[config.mk]
export PLATFORM = sky130hd
export DESIGN_NAME = output_sram_drain
export DESIGN_NICKNAME = d
export VERILOG_FILES = /design/src/rtl/output_sram_drain.sv
export SDC_FILE = /design/constraint.sdc
export NUM_CORES = 1
export LEC_CHECK = 0
export ABC_AREA = 1
export CORE_AREA = 2 2 89 91
export DETAILED_ROUTE_END_ITERATION = 12
export DIE_AREA = 0 0 91 93
export DONT_BUFFER_PORTS = 1
export HOLD_SLACK_MARGIN = 0.1
export PLACE_DENSITY_LB_ADDON = 0.05
export SYNTH_ARGS = -nofsm -noshare
export SYNTH_HDL_FRONTEND = slang
export SYNTH_SLANG_ARGS = --single-unit
[constraint.sdc]
create_clock -name clock -period 3.6 [get_ports clock]
set_input_delay 0.72 -clock clock [delete_from_list [all_inputs] [get_ports clock]]
set_output_delay 0.72 -clock clock [all_outputs]
set_load 0.01 [all_outputs]
[src/rtl/output_sram_drain.sv]
`default_nettype none
// ============================================================================
// Module      : output_sram_drain
// Description : Read-side sequencer for the pooled-output array. After a
//               layer completes, it walks every pooled output in row-major
//               order, OUTPUT_SRAM_LEN values per access. For each chunk it
//               issues one read to the pool array, captures the data that
//               returns one cycle later, and writes that chunk to the output
//               SRAM over a valid/ready port at consecutive addresses.
// Revision    : 1.0 - initial release
// ----------------------------------------------------------------------------
// Ports
//   clock      in   system clock; all state changes on the rising edge
//   reset      in   synchronous, active-high
//   start      in   one-cycle pulse that begins a drain (ignored while busy)
//   base_addr  in   SRAM address of the first chunk, sampled on accepted start
//   pool_r_en  out  read request to the pool array (one cycle per chunk)
//   pool_r     out  row of the requested chunk
//   pool_c     out  first column of the requested chunk
//   pool_data  in   chunk data, valid the cycle after pool_r_en;
//                   lane i holds column pool_c+i
//   wr_valid   out  write request to the output SRAM
//   wr_ready   in   SRAM accepts the write when wr_valid & wr_ready
//   wr_addr    out  write address
//   wr_data    out  write data, lane order unchanged from pool_data
//   busy       out  high in every state except IDLE
//   done       out  one-cycle pulse after the last chunk is accepted
// ============================================================================
module output_sram_drain #(
  parameter int OUTPUT_HEIGHT   = 8,
  parameter int OUTPUT_WIDTH    = 8,   // must be a multiple of OUTPUT_SRAM_LEN
  parameter int OUTPUT_SRAM_LEN = 4,
  parameter int BIN_LEN         = 16,
  parameter int ADDR_W          = 16,
  localparam int ROW_W  = (OUTPUT_HEIGHT > 1) ? $clog2(OUTPUT_HEIGHT) : 1,
  localparam int COL_W  = (OUTPUT_WIDTH  > 1) ? $clog2(OUTPUT_WIDTH)  : 1,
  localparam int DATA_W = BIN_LEN * OUTPUT_SRAM_LEN
) (
  input  logic              clock,
  input  logic              reset,
  input  logic              start,
  input  logic [ADDR_W-1:0] base_addr,
  output logic              pool_r_en,
  output logic [ROW_W-1:0]  pool_r,
  output logic [COL_W-1:0]  pool_c,
  input  logic [DATA_W-1:0] pool_data,
  output logic              wr_valid,
  input  logic              wr_ready,
  output logic [ADDR_W-1:0] wr_addr,
  output logic [DATA_W-1:0] wr_data,
  output logic              busy,
  output logic              done
);

  typedef enum logic [2:0] {
    S_IDLE    = 3'd0,
    S_ISSUE   = 3'd1,
    S_CAPTURE = 3'd2,
    S_WRITE   = 3'd3,
    S_DONE    = 3'd4
  } state_t;

  state_t             state;
  logic [ROW_W-1:0]   row;
  logic [COL_W-1:0]   col;
  logic [ADDR_W-1:0]  addr;

  // Next chunk index and end-of-drain detection, all from registered state.
  logic [ROW_W-1:0]   next_row;
  logic [COL_W-1:0]   next_col;
  logic               row_wrap;
  logic               last_chunk;

  always_comb begin
    row_wrap   = (int'(col) + OUTPUT_SRAM_LEN >= OUTPUT_WIDTH);
    last_chunk = (int'(row) == OUTPUT_HEIGHT - 1) &&
                 (int'(col) == OUTPUT_WIDTH - OUTPUT_SRAM_LEN);
    next_row   = row;
    next_col   = col + COL_W'(OUTPUT_SRAM_LEN);
    if (row_wrap) begin
      next_col = '0;
      next_row = row + ROW_W'(1);
    end
  end

  // Single sequential FSM. Every output is a register, so the read request,
  // write request and done pulse are all glitch-free and change only on the
  // clock edge that enters the corresponding state.
  always_ff @(posedge clock) begin
    if (reset) begin
      state     <= S_IDLE;
      row       <= '0;
      col       <= '0;
      addr      <= '0;
      pool_r_en <= 1'b0;
      pool_r    <= '0;
      pool_c    <= '0;
      wr_valid  <= 1'b0;
      wr_addr   <= '0;
      wr_data   <= '0;
      busy      <= 1'b0;
      done      <= 1'b0;
    end else begin
      case (state)
        S_IDLE: begin
          done <= 1'b0;
          if (start) begin
            addr      <= base_addr;
            row       <= '0;
            col       <= '0;
            // Entering ISSUE: the read request is presented for exactly
            // the one cycle spent in ISSUE.
            pool_r_en <= 1'b1;
            pool_r    <= '0;
            pool_c    <= '0;
            busy      <= 1'b1;
            state     <= S_ISSUE;
          end
        end

        S_ISSUE: begin
          pool_r_en <= 1'b0;
          state     <= S_CAPTURE;
        end

        S_CAPTURE: begin
          // Data is passed through untouched, including any X/Z lanes.
          wr_data  <= pool_data;
          wr_addr  <= addr;
          wr_valid <= 1'b1;
          state    <= S_WRITE;
        end

        S_WRITE: begin
          // wr_addr/wr_data are not touched here, so they stay stable for
          // as long as the SRAM stalls.
          if (wr_ready) begin
            wr_valid <= 1'b0;
            addr     <= addr + ADDR_W'(1);
            if (last_chunk) begin
              done  <= 1'b1;
              state <= S_DONE;
            end else begin
              row       <= next_row;
              col       <= next_col;
              pool_r    <= next_row;
              pool_c    <= next_col;
              pool_r_en <= 1'b1;
              state     <= S_ISSUE;
            end
          end
        end

        S_DONE: begin
          done  <= 1'b0;
          busy  <= 1'b0;
          state <= S_IDLE;
        end

        default: begin
          pool_r_en <= 1'b0;
          wr_valid  <= 1'b0;
          done      <= 1'b0;
          busy      <= 1'b0;
          state     <= S_IDLE;
        end
      endcase
    end
  end

endmodule
`default_nettype wire

## Yosys cells after proc, flatten, opt, wreduce, memory -nomap -nowiden

Index checks and enable logic that the tools add are counted.

- Word-level logic and storage cells: 71
- Register bits: 109
- Output and inout bits: 90

- Multiplexer cells: 26
- Reductions and logical operators: 15
- Eq/ne operators: 11
- Order comparisons: 1
- Bitwise logic cells: 4
- Add/subtract/negate cells: 4

Operators by type and width:

| operator | count |
|---|---|
| $mux W16 | 2 |
| $pmux W16 S2 | 1 |
| $mux W3 | 10 |
| $add A16 B1 Y16 const B | 1 |
| $pmux W3 S2 | 2 |
| $pmux W3 S4 | 1 |
| $ne A2 B2 Y1 const B | 4 |
| $reduce_and A4 Y1 | 2 |
| $eq A3 B1 Y1 const B | 2 |
| $eq A3 B2 Y1 const B | 2 |
| $eq A3 B3 Y1 const B | 2 |
| $mux W1 | 6 |
| $pmux W1 S3 | 2 |
| $reduce_and A2 Y1 | 3 |
| $reduce_and A3 Y1 | 2 |
| $reduce_or A3 Y1 | 2 |
| $reduce_and A5 Y1 | 1 |
| $add A3 B3 Y4 const B | 1 |
| $ge A4 B4 Y1 const B | 1 |
| $ne A4 B4 Y1 const B | 1 |
| $not A1 Y1 | 4 |
| $pmux W1 S2 | 2 |
| $reduce_or A2 Y1 | 2 |
| $add A3 B1 Y3 const B | 1 |
| 4 further kinds | 4 |

## Depth between registers and ports, before layout

- Depth after elaboration: 6
- Gate-level depth with buffers: 9
- Mapped depth without buffers: 9

## Worst setup path before layout

Ideal clock, no wire load.

- Path kind: input to register
- From: in reset
- To: reg wr_data[10]
- Setup slack: 1990 ps
- Stages: 4
- Data required time: 3468 ps
- Arrival: 1478 ps
- Buffers on the path: 3
- Path through: clkbuf_1 clkbuf_1 buf_1 a21oi_1

RTL lines:

| element | RTL line | text |
|---|---|---|
| from (decl) | 40 | `input logic reset,` |
| to (signal assigned) | 128 | `wr_data <= pool_data;` |
| to (decl) | 50 | `output logic [DATA_W-1:0] wr_data,` |

No word-level cell between the ends.

## Final worst setup path

- From: reg state[2]
- To: reg addr[3]

- Longest elaborated chain between the ends: 3

RTL lines:

| element | RTL line | text |
|---|---|---|
| from (decl) | 63 | `state_t state;` |
| from (signal assigned) | 91 | `state <= S_IDLE;` |
| from (signal assigned) | 117 | `state <= S_ISSUE;` |
| from (signal assigned) | 123 | `state <= S_CAPTURE;` |
| $eq A3 B2 Y1 or $logic_not A3 Y1 (tied branches) | 104 | `case (state)` |
| $ne A2 B2 Y1 (no line) or $reduce_bool A2 Y1 (tied branches) | -- |  |
| $reduce_and A3 Y1 (no line) | -- |  |
| to (signal assigned) | 108 | `addr <= base_addr;` |
| to (signal assigned) | 139 | `addr <= addr + ADDR_W'(1);` |
| to (decl) | 66 | `logic [ADDR_W-1:0] addr;` |

Parallel ways exist; a longest one is shown, timed or not.
A chain may end at the register's enable or synchronous reset.

==> results.sh <==
export IMPL_outcome="finished, final reports clean"
export IMPL_clock_latency_ns=0.36
export IMPL_setup_slack_ns=1.59
export IMPL_port_buffers=0
export IMPL_vias_per_cell=5.40
export IMPL_slew_violations=0
export IMPL_setup_viol=0
export IMPL_initial_core_util=0.577
export IMPL_timing_max_cap_violations=0
export IMPL_drtAntennaViolNets=0
export IMPL_yosysWarningCount=0
export IMPL_post_synth_cell_area_avg_um2=7.15
export IMPL_grt_usage=0.221
export IMPL_grt_pass1_vias=3344
export IMPL_cts_buffers=9
export IMPL_period_share=0.560
export IMPL_htreeDepth=3
export IMPL_yosysUniqueCellTypes=28
export IMPL_timing_worst_setup_path_type="register to register"
export IMPL_antenna_found_initial=0
export IMPL_row_count=32
export IMPL_yosysSeqAreaShare=0.493
export IMPL_worstPathMaxFanout=22
export IMPL_hpwlAfterDp_um=6580
export IMPL_cts_clk_slew_worst_paths_ns=0.11
export IMPL_rsz0062_at_grt="no"
export IMPL_utilization=0.600
export IMPL_drc=0
export IMPL_die_area_mm2=0.00846
export IMPL_layout_drive_gt1_share=0.0508
export IMPL_die_w_um=91
export IMPL_max_stage_delay_ns=0.42
export IMPL_synth_cells=607
export IMPL_die_y_um=93
export IMPL_syn2layout_area_growth_pct=3.95
export IMPL_finalHoldViolCount=0
export IMPL_grt_max_degree=87
export IMPL_n_antenna_cell=0
export IMPL_wl_um=9770
export IMPL_io_pins=174
export IMPL_hold_class="input port to register"
export IMPL_finalNonFillerCells=692
export IMPL_post_cts_buffers=0
export IMPL_cts_resized=0
export IMPL_required_ns=3.89
export IMPL_power_density_mw_per_mm2=606
export IMPL_tns_ns=0
export IMPL_worstMarginPinSlew_ns=0.837
export IMPL_slew_headroom=0.441
export IMPL_cp_arrival_ns=2.30
export IMPL_postCtsHoldBufs=0
export IMPL_dp_cells=677
export IMPL_preCtsSetupSlack_ns=1.62
export IMPL_max_freq_mhz=496
export IMPL_nNetsFinal=673
export IMPL_startpoint_type="register"
export IMPL_fin_crit_ns=2.01
export IMPL_worstPathCellList="inv_2 > nand3_1 > o21ai_2 > nand2_2 > inv_2 > o21ai_0 > a21oi_1"
export IMPL_ctsRootBufferMaster="clkbuf_8"
export IMPL_wl_per_cell_um=14.1
export IMPL_cts_tree="done"
export IMPL_slowest_stage="nand3_1"
export IMPL_ys_ff_latch=107
export IMPL_grt_pass1_wl_um=15500
export IMPL_fin_skew_ns=0.0102
export IMPL_cts_sinks=107
export IMPL_synth_area_mm2=0.00434
export IMPL_core_area_mm2=0.00753
export IMPL_gp_congestion=0.867
export IMPL_crit_path_end_kind="register"
export IMPL_cts_buffer_depth=2
export IMPL_num_vias=3739
export IMPL_peakVddDrop_mv=0.309
export IMPL_drt_iter0_drc=220
export IMPL_gr_total_overflow=0
export IMPL_crit_top_cell="inv_2"
export IMPL_drtPass1Iterations=4
export IMPL_cellLeakagePower_uw=0.00166
cells in the final DEF, fill, tap and decap left out, types with 2 or more instances in the layout:
cell / count
inv_1: 25
nor3_1: 2
nand4_1: 2
buf_4: 3
nand2_1: 210
o21ai_0: 29
o21ai_2: 2
clkbuf_8: 10
nand3_1: 25
a21oi_1: 98
nor2_1: 52
inv_2: 4
dfxtp_1: 107
conb_1: 2
clkinv_4: 4
ha_1: 3
nand2_2: 2
area by class of cell:
| cell class | instances | area [µm²] |
|---|---|---|
| Timing Repair Buffer | 3 | 22.5 |
| Sequential cell | 107 | 2140 |
| Inverter | 29 | 109 |
| Fill cell | 730 | 3010 |
| Multi-Input combinational cell | 436 | 1920 |
| Clock buffer | 10 | 138 |
| Tap cell | 102 | 128 |
| Clock inverter | 5 | 51.3 |
cell usage after synthesis:
library cell / instances / area (µm²)
a21oi_1: 98 / 490
nor2_4: 1 / 11.3
nand4_1: 2 / 12.5
buf_6: 1 / 11.3
a31oi_1: 1 / 6.26
nor2_1: 52 / 195
buf_2: 11 / 55.1
buf_1: 6 / 22.5
nand2_2: 2 / 12.5
nor2_2: 1 / 6.26
ha_1: 3 / 37.5
nand2_1: 210 / 788
nor3_1: 2 / 10.0
o21ai_0: 29 / 145
dfxtp_1: 107 / 2140
inv_2: 4 / 15.0
conb_1: 1 / 3.75
o21a_1: 1 / 7.51
a21oi_4: 1 / 16.3
buf_4: 4 / 30.0
clkbuf_1: 14 / 52.6
a41oi_1: 1 / 8.76
o21ai_2: 2 / 17.5
o211ai_1: 1 / 7.51
nand3_1: 25 / 125
nand3_2: 1 / 10.0
xor2_1: 1 / 8.76
inv_1: 25 / 93.8
cell families after synthesis:
| group | count (synthesis) | synth area share |
|---|---|---|
| compound gates | 134 | 0.161 |
| xor+xnor | 1 | 0.00202 |
| fa+ha+maj | 3 | 0.00864 |
| buf+inv | 65 | 0.0645 |
| flops | 107 | 0.493 |
| other cells | 1 | 0.000863 |
| simple gates | 296 | 0.270 |
flip-flops by register name (all words and copies together), names as in the netlist:
| register | flops |
|---|---|
| done | 1 |
| pool_r_en | 1 |
| addr | 16 |
| state | 3 |
| wr_data | 64 |
| row | 3 |
| busy | 1 |
| wr_valid | 1 |
| wr_addr | 16 |
| col | 1 |
metrics by stage:
| step | hold WS, ns | power, µW | area (µm²) |
|---|---|---|---|
| after floorplan | 0.454 | 1980 | 4350 |
| after global placement | 0.470 | 2060 | 4330 |
| after detailed placement | 0.473 | 2080 | 4330 |
| after CTS | 0.400 | 2760 | 4510 |
| after global routing | 0.389 | 2900 | 4510 |
| final | 0.412 | 2740 | 4510 |
critical path: cells and delay by family (launching register included):
family                 cells  cell delay (ns)
AO/OA/AOI/OAI              3             0.58
buffers and inverters      2             0.33
flip-flops                 1             0.35
AND/OR/NAND/NOR            2             0.68
worst paths after layout:
path / from / to / slack (ns) / cells past startpoint
worst min-delay path: reset / wr_data[5]$_SDFFE_PP0P_ / 0.41 / 1
worst max register to register: state[2]$_SDFFE_PP0P_ / addr[3]$_SDFFE_PP0P_ / 1.59 / 7
worst min register to register: addr[15]$_SDFFE_PP0P_ / addr[15]$_SDFFE_PP0P_ / 0.49 / 2
worst max-delay path: state[2]$_SDFFE_PP0P_ / addr[3]$_SDFFE_PP0P_ / 1.59 / 7
power by group:
part / switching [µW] / internal, µW
combinational: 340 / 171
sequential: 191 / 1340
clock: 415 / 278
per-layer routing:
layer	track usage	routed length, µm	vias to the layer above
li1	-	-	1903
met1	0.279	4190	1681
met2	0.362	4580	143
met3	0.0604	844	12
met4	0.0871	153	0
met5	0	0	-
Note: power is estimated with default switching activity, not from simulation.
